**src/rtl/scroll_marquee.sv**
```systemverilog
// ---------------------------------------------------------------------------
// scroll_marquee
//
// Scrolling-text engine for the seven-segment display path. It holds a
// DIGITS-digit string of DW-bit codes and rotates it one digit at a time.
// Steps are paced by an internal programmable divider. The step pattern is
// selected by mode: rotate, bounce (ping-pong inside the visible window
// range), one-shot (a single full revolution), or hold.
//
// Ports
//   clk      : single clock, all state changes on the rising edge
//   rst_n    : asynchronous active-low reset, loads TEXT
//   ld       : synchronous load of text_in (wins over en and mode)
//   text_in  : string captured on ld, leftmost digit in the MSBs
//   en       : run enable, freezes divider and step state when low
//   dir      : rotate / one-shot direction, 0 = left, 1 = right
//   mode     : 00 rotate, 01 bounce, 10 one-shot, 11 hold
//   div      : step period in clocks, 0 behaves as 1
//   q        : current string
//   win      : leftmost WIN digits of q
//   pos      : net left steps modulo DIGITS
//   wrap     : one-cycle pulse after a step that lands pos on 0
//   busy     : low once one-shot mode has completed its revolution
// ---------------------------------------------------------------------------
module scroll_marquee #(
    parameter int                   DIGITS = 13,
    parameter int                   DW     = 4,
    parameter int                   WIN    = 8,
    parameter int                   DIV_W  = 24,
    parameter logic [DIGITS*DW-1:0] TEXT   = 52'haaa9876543210,
    localparam int                  PW     = ($clog2(DIGITS) < 1) ? 1 : $clog2(DIGITS)
) (
    input  logic                   clk,
    input  logic                   rst_n,
    input  logic                   ld,
    input  logic [DIGITS*DW-1:0]   text_in,
    input  logic                   en,
    input  logic                   dir,
    input  logic [1:0]             mode,
    input  logic [DIV_W-1:0]       div,
    output logic [DIGITS*DW-1:0]   q,
    output logic [WIN*DW-1:0]      win,
    output logic [PW-1:0]          pos,
    output logic                   wrap,
    output logic                   busy
);

    localparam int N = DIGITS * DW;

    // Highest pos value; stepping past it wraps back to 0.
    localparam logic [PW-1:0] LAST_POS = PW'(DIGITS - 1);

    // Once a left-going bounce reaches this offset the window's right edge
    // sits on the last digit of the string, so the bounce turns around.
    localparam logic [PW-1:0] TURN_POS = PW'(DIGITS - WIN);

    // With the window as wide as the string there is nothing to bounce over.
    localparam bit CAN_BOUNCE = (WIN < DIGITS);

    typedef enum logic [1:0] {
        MODE_ROTATE  = 2'b00,
        MODE_BOUNCE  = 2'b01,
        MODE_ONESHOT = 2'b10,
        MODE_HOLD    = 2'b11
    } mode_e;

    typedef enum logic {
        BOUNCE_LEFT  = 1'b0,
        BOUNCE_RIGHT = 1'b1
    } bounce_dir_e;

    mode_e              mode_sel;
    bounce_dir_e        bdir;
    bounce_dir_e        bdir_next;
    logic [DIV_W-1:0]   cnt;
    logic [DIV_W-1:0]   cnt_next;
    logic [DIV_W-1:0]   period;
    logic               active;
    logic               tick;
    logic               step_left;
    logic               step_right;
    logic               done;
    logic               done_next;
    logic [PW-1:0]      pos_next;
    logic [N-1:0]       q_next;
    logic               wrap_next;

    assign mode_sel = mode_e'(mode);

    // Divider: cnt counts enabled cycles up to period-1. The >= compare
    // means a div shrunk below the running count fires on the next
    // enabled cycle instead of waiting for the counter to wrap.
    always_comb begin
        period   = (div == '0) ? DIV_W'(1) : div;
        active   = en && (mode_sel != MODE_HOLD);
        tick     = active && (cnt >= (period - DIV_W'(1)));
        cnt_next = cnt;
        if (tick) begin
            cnt_next = '0;
        end else if (active) begin
            cnt_next = cnt + DIV_W'(1);
        end
    end

    // Step decision. Direction and mode are only consulted on a tick, so a
    // change to either takes effect at the next tick.
    always_comb begin
        step_left  = 1'b0;
        step_right = 1'b0;
        bdir_next  = bdir;
        if (tick) begin
            case (mode_sel)
                MODE_ROTATE: begin
                    step_right = dir;
                    step_left  = !dir;
                end
                MODE_BOUNCE: begin
                    if (CAN_BOUNCE) begin
                        if ((bdir == BOUNCE_LEFT) && (pos >= TURN_POS)) begin
                            bdir_next  = BOUNCE_RIGHT;
                            step_right = 1'b1;
                        end else if ((bdir == BOUNCE_RIGHT) && (pos == '0)) begin
                            bdir_next  = BOUNCE_LEFT;
                            step_left  = 1'b1;
                        end else begin
                            step_right = (bdir == BOUNCE_RIGHT);
                            step_left  = (bdir == BOUNCE_LEFT);
                        end
                    end
                end
                MODE_ONESHOT: begin
                    if (!done) begin
                        step_right = dir;
                        step_left  = !dir;
                    end
                end
                default: begin
                end
            endcase
        end
    end

    // Apply the chosen step to the string and offset. A step that lands on
    // offset 0 raises wrap and, in one-shot mode, ends the revolution.
    always_comb begin
        q_next    = q;
        pos_next  = pos;
        done_next = done;
        if (step_left) begin
            q_next   = {q[N-DW-1:0], q[N-1:N-DW]};
            pos_next = (pos == LAST_POS) ? '0 : pos + PW'(1);
        end else if (step_right) begin
            q_next   = {q[DW-1:0], q[N-1:DW]};
            pos_next = (pos == '0) ? LAST_POS : pos - PW'(1);
        end
        wrap_next = (step_left || step_right) && (pos_next == '0);
        if ((mode_sel == MODE_ONESHOT) && wrap_next) begin
            done_next = 1'b1;
        end
    end

    // State register. Load restarts the divider and the step state but
    // never produces a wrap pulse.
    always_ff @(posedge clk or negedge rst_n) begin
        if (!rst_n) begin
            q    <= TEXT;
            pos  <= '0;
            cnt  <= '0;
            bdir <= BOUNCE_LEFT;
            done <= 1'b0;
            wrap <= 1'b0;
        end else if (ld) begin
            q    <= text_in;
            pos  <= '0;
            cnt  <= '0;
            bdir <= BOUNCE_LEFT;
            done <= 1'b0;
            wrap <= 1'b0;
        end else begin
            q    <= q_next;
            pos  <= pos_next;
            cnt  <= cnt_next;
            bdir <= bdir_next;
            done <= done_next;
            wrap <= wrap_next;
        end
    end

    assign win  = q[N-1 -: WIN*DW];
    assign busy = !done;

endmodule

```
**config.mk**
```make
export PLATFORM = sky130hd
export DESIGN_NAME = scroll_marquee
export DESIGN_NICKNAME = d
export VERILOG_FILES = /design/src/rtl/scroll_marquee.sv
export SDC_FILE = /design/constraint.sdc
export NUM_CORES = 1
export LEC_CHECK = 0
export ABC_CLOCK_PERIOD_IN_PS = 2800
export CORE_MARGIN = 2
export CORE_UTILIZATION = 48
export DETAILED_ROUTE_END_ITERATION = 10
export PLACE_DENSITY = 0.81
export SLEW_MARGIN = 0
export SYNTH_ARGS = -nofsm -noshare
export SYNTH_HDL_FRONTEND = slang
export SYNTH_SLANG_ARGS = --single-unit
```
**constraint.sdc**
```tcl
create_clock -name clk -period 2.8 [get_ports clk]
set_input_delay 0.28 -clock clk [delete_from_list [all_inputs] [get_ports clk]]
set_output_delay 0.28 -clock clk [all_outputs]
set_load 0.05 [all_outputs]
```
Word-level counts from Yosys, hierarchy flattened --
Index checks and enable logic that the tools add are counted. W data, S select, Z words.
Word-level totals: register bits after elaboration 83, input port bits 83
Operators by class: bitwise gates (word level) 1, equal/unequal tests 4, muxes and demuxes 28, order comparisons 2, $add $sub $neg 4, reduce and logical (&&, ||, !) cells 19
Operators by type and width (count):
- $mux W52 | 3
- $mux W24 | 4
- $add A24 B1 Y24 const B | 1
- $ge A24 B24 Y1 | 1
- $logic_not A24 Y1 | 1
- $sub A24 B1 Y24 const B | 1
- $mux W4 | 5
- $mux W1 | 14
- $logic_not A4 Y1 | 2
- $logic_and A1 B1 Y1 | 6
- $pmux W1 S3 | 2
- $reduce_bool A2 Y1 | 3
- $reduce_bool A3 Y1 | 2
- $add A4 B1 Y4 const B | 1
- $eq A4 B4 Y1 const B | 1
- $ge A4 B3 Y1 const B | 1
- $sub A4 B1 Y4 const B | 1
- $eq A2 B1 Y1 const B | 1
- $eq A2 B2 Y1 const B | 1
- $logic_not A1 Y1 | 2
- $logic_not A2 Y1 | 1
- $ne A2 B2 Y1 const B | 1
- $reduce_and A2 Y1 | 1
- $logic_or A1 B1 Y1 | 1
- $not A1 Y1 | 1

Longest topological paths before layout --
depth after elaboration 13, gate-level depth with buffers 21

Worst setup path before layout --
Ideal clock, no wire load.
path type input to register, start point input div[15], end point register q[44], buffers on the path 2, arrival 4217 ps, cell stages on the path 21, setup slack -1551 ps, path through or4_1 > nor4_2 > and4bb_1 > nor3b_2 > nor2_1 > ha_1 > nand3b_2 > or3_4 > or2_4 > nand2b_1 > xor2_1 > ha_1 > nand4_1 > nor2_1 > a221oi_1 > o211ai_1 > nand3_1 > buf_2 > buf_2 > mux2i_1 > o21ai_0
On the way: word-level cells in the longest chain between the ends 8, elaborated cells on any way between the ends 10, classes of those cells 1 x add/sub; 1 x order compare; 5 x mux; 3 x reduce/logical
Ends and longest elaborated chain:
- from (decl) | RTL line 40 | input logic [DIV_W-1:0] div,
- $logic_not A24 Y1 | RTL line 94 | period = (div == '0) ? DIV_W'(1) : div;
- $mux W24 * | RTL line 94
- $sub A24 B1 Y24 * | RTL line 96 | tick = active && (cnt >= (period - DIV_W'(1)));
- $ge A24 B24 Y1 * | RTL line 96
- $logic_and A1 B1 Y1 * | RTL line 96
- $mux W1 | RTL line 111 | if (tick) begin
- $mux W52 | RTL line 149 | if (step_left) begin
- $mux W52 | RTL line 172 | end else if (ld) begin
- to (signal assigned) | RTL line 173 | q <= text_in;
- to (signal assigned) | RTL line 180 | q <= q_next;
- to (decl) | RTL line 41 | output logic [DIGITS*DW-1:0] q,
Every way passes the cells marked *; elsewhere a longest branch is shown, timed or not. A chain may end at the register's enable or synchronous reset.

Worst setup path after layout --
start point input div[16], end point register q[30]
Same word-level chain as after synthesis.

==> results.json <==
{
  "run_status": "finished with violations",
  "violations": "setup timing",
  "syn-cell-area_mm2": 0.00580,
  "cts_tree": "yes",
  "tightestPinTransition_ps": 1100,
  "layout_common_cells": "clkdlybuf4s50_1 (149), buf_4 (75), dfrtp_1 (62)",
  "crit_path_end_kind": "register",
  "fin_crit_sh_pct": 159,
  "grt_pass1_vias": 5747,
  "area_delta_synth_final_pct": 52.7,
  "synth-edff-count": 0,
  "dpl_cell_area_mm2": 0.00795,
  "grt_max_degree": 84,
  "setup_ws_ps": -1660,
  "yosysSeqAreaShare_pct": 36.3,
  "syn_inst": 613,
  "grt_pass1_wl_um": 29200,
  "max_freq_ghz": 0.224,
  "arrival_ps": 4700,
  "p_leak_nw": 3.93,
  "p_total_mw": 3.81,
  "numCtsBuffers": 9,
  "ys_ff_latch": 83,
  "power_frac_comb_pct": 31.2,
  "yosys_warnings": 0,
  "fin_skew_ps": 12.4,
  "power.density_mw_per_mm2": 430,
  "critPathBufInv": 4,
  "setup-tns-final_ps": -121470,
  "internal-power_mw": 2.47,
  "fp.dieW_um": 114,
  "crit_type": "in -> reg",
  "seq_power_share_pct": 37.3,
  "ys.flop_type": "dfrtp_1",
  "cts-root-buf": "clkbuf_16",
  "maxSlewViolCount": 0,
  "die_h_um": 114,
  "rsz0062_at_grt": "yes",
  "io-pin-count": 173,
  "drtAntennaViolNets": 0,
  "routabilityCongestion": 0.878,
  "ir_drop_mv": 0.306,
  "die_area_mm2": 0.0130,
  "maxCapViolCount": 0,
  "p_clk_share_pct": 31.6,
  "grt_use_total_pct": 27.8,
  "slew_headroom_pct": 27.0,
  "clk_pin_slew_worst_paths_ps": 70,
  "clock_path_buffers": 2,
  "wl_um": 20600,
  "grt_antenna_before_repair": 0,
  "final_common_cell": "clkdlybuf4s50_1",
  "critical-path-top-delay-family": "simple AND/OR/NAND/NOR gates",
  "cp-start-kind": "input pin",
  "crit_fanout": 5,
  "ys_types": 66,
  "cpMaxStageDelayCell": "or4_4",
  "power_switching_share_pct": 35.2,
  "overflow": 0,
  "p_sw_mw": 1.34,
  "portBuffers": 172,
  "route.detailed.drc": 0,
  "fin_crit_ps": 4460,
  "synthArstFlopShare_pct": 100,
  "firstDrtPassIters": 5,
  "critPathMaxStageDelay_ps": 540,
  "utilization_pct": 74.3,
  "required_ps": 3030,
  "clkLatencyLatePin_ps": 340,
  "path_cells": "buf_6, or4_4, nor4_4, and4bb_1, nor3b_4, nor2_2, ha_2, nand3b_4, or3_4, or2_4, nand2b_4, xor2_1, ha_1, nand4_1, nor2_2, nand3_1, o211ai_1, buf_4, buf_6, nand3_4, buf_8, mux2i_1, o21ai_1",
  "antenna_cells": 0,
  "hold_viol_final": 0,
  "wl_per_cell_um": 21.0,
  "drt-initial-drc-count": 710,
  "setup-violations-final": 83,
  "rows": 40,
  "core-area_mm2": 0.0119,
  "synth.avg_cell_area_um2": 9.46,
  "vias_per_cell": 6.25,
  "vias": 6136,
  "h-tree-depth": 3,
  "fin_area_mm2": 0.00885,
  "drive_gt1_share_pct": 25.4,
  "syn-num-nets": 725,
  "start_util_pct": 48.7,
  "numClockSinks": 83,
  "dp_hpwl_um": 12900,
  "final_nets": 942,
  "hold_class": "in -> async"
}
## cells in the mapped netlist, types with 3 or more instances
library cell / n / share of area [%]
dfrtp_1: 62 / 27
o22ai_1: 4 / 0.43
buf_2: 12 / 1.0
nor2_1: 26 / 1.7
o31ai_1: 12 / 1.6
nand2b_1: 8 / 0.86
ha_1: 29 / 6.3
a22oi_1: 53 / 6.9
or3_4: 3 / 0.58
a21o_1: 4 / 0.52
o21ai_0: 55 / 4.7
clkbuf_1: 20 / 1.3
nor3_1: 12 / 1.0
dfstp_2: 21 / 9.5
a31o_2: 6 / 0.91
or3_1: 8 / 0.86
xor2_1: 11 / 1.7
nor2b_1: 3 / 0.32
buf_4: 33 / 4.3
nand4_1: 5 / 0.54
a31oi_1: 4 / 0.43
a21oi_1: 20 / 1.7
a221oi_1: 3 / 0.45
mux2i_1: 54 / 9.3
and3_1: 5 / 0.54
nor4_4: 3 / 1.1
inv_1: 13 / 0.84
or4_1: 4 / 0.52
xnor2_1: 12 / 1.8
nand3_1: 12 / 1.0
a22o_1: 3 / 0.45
o21ai_1: 12 / 1.0
nand2_1: 38 / 2.5
## power groups by stage
stage               sequential, mW  combinational, mW  clock, mW
global placement              1.42               1.09          0
CTS                           1.41               1.14       1.20
detailed placement            1.43               1.11          0
global route                  1.43               1.24       1.26
finish                        1.42               1.19       1.20
floorplan                     1.63              0.445          0
## layout make-up
type / count / area, µm²
clock buffers: 14 / 284
clock inverters: 2 / 16.3
fillers: 801 / 3060
inverters: 13 / 48.8
multi-input cells: 452 / 3520
flip-flops and latches: 83 / 2100
well taps: 147 / 184
repair buffers: 271 / 2700
## state kept, by name, summed over array words and instances (netlist names)
register  count
q            52
cnt          24
pos           4
bdir          1
done          1
wrap          1
## worst paths after layout
| kind | start | endpoint | slack [ps] | depth (start not counted) |
|---|---|---|---|---|
| setup / recovery | div[16] | q[30] | -1660 | 23 |
| hold / removal | rst_n | q[44] | 120 | 1 |
| setup reg to reg | pos[1] | done | -180 | 9 |
| hold reg to reg | cnt[22] | cnt[22] | 510 | 1 |
| max in group asynchronous | rst_n | done | 1960 | 1 |
| min in group clk | ld | cnt[3] | 490 | 5 |
## layer usage
layer	routed length, µm	GRT usage (%)	share of wire [%]	vias up
met2	10700	49.7	52	358
met1	7800	34.0	38	2997
met3	1470	4.20	7.1	58
li1	-	-	-	2723
met4	693	10.2	3.4	0
met5	0	0	0	-
## logic make-up (layout without fill, tap and decap cells)
| logic type | Yosys count | in the layout | synth area share, % |
|---|---|---|---|
| buf+inv | 79 | 300 | 7.51 |
| flops | 83 | 83 | 36.3 |
| fa+ha+maj | 29 | 29 | 6.26 |
| xor+xnor | 23 | 23 | 3.47 |
| simple gates | 150 | 151 | 15.2 |
| compound gates | 195 | 195 | 22.0 |
| mux | 54 | 54 | 9.32 |
## per-stage QoR
| stage | worst slack [ps] | hold WS (ps) | std cells |
|---|---|---|---|
| after floorplan | -1360 | -15.6 | 613 |
| after global placement | -1900 | 505 | 933 |
| after detailed placement | -2070 | 503 | 933 |
| after CTS | -1320 | 186 | 966 |
| after global routing | -1880 | 222 | 982 |
| final | -1660 | 125 | 982 |
## repair_timing
item / in CTS / in global routing
resized for setup: 104 / 30
setup buffers: 14 / 7
pin swaps: 29 / 17
hold buffers: 0 / 0
cloned: 3 / 11
hold endpoints to repair: 0 / 0
setup endpoints to repair: 83 / 83
(Power assumes the default switching activity.)
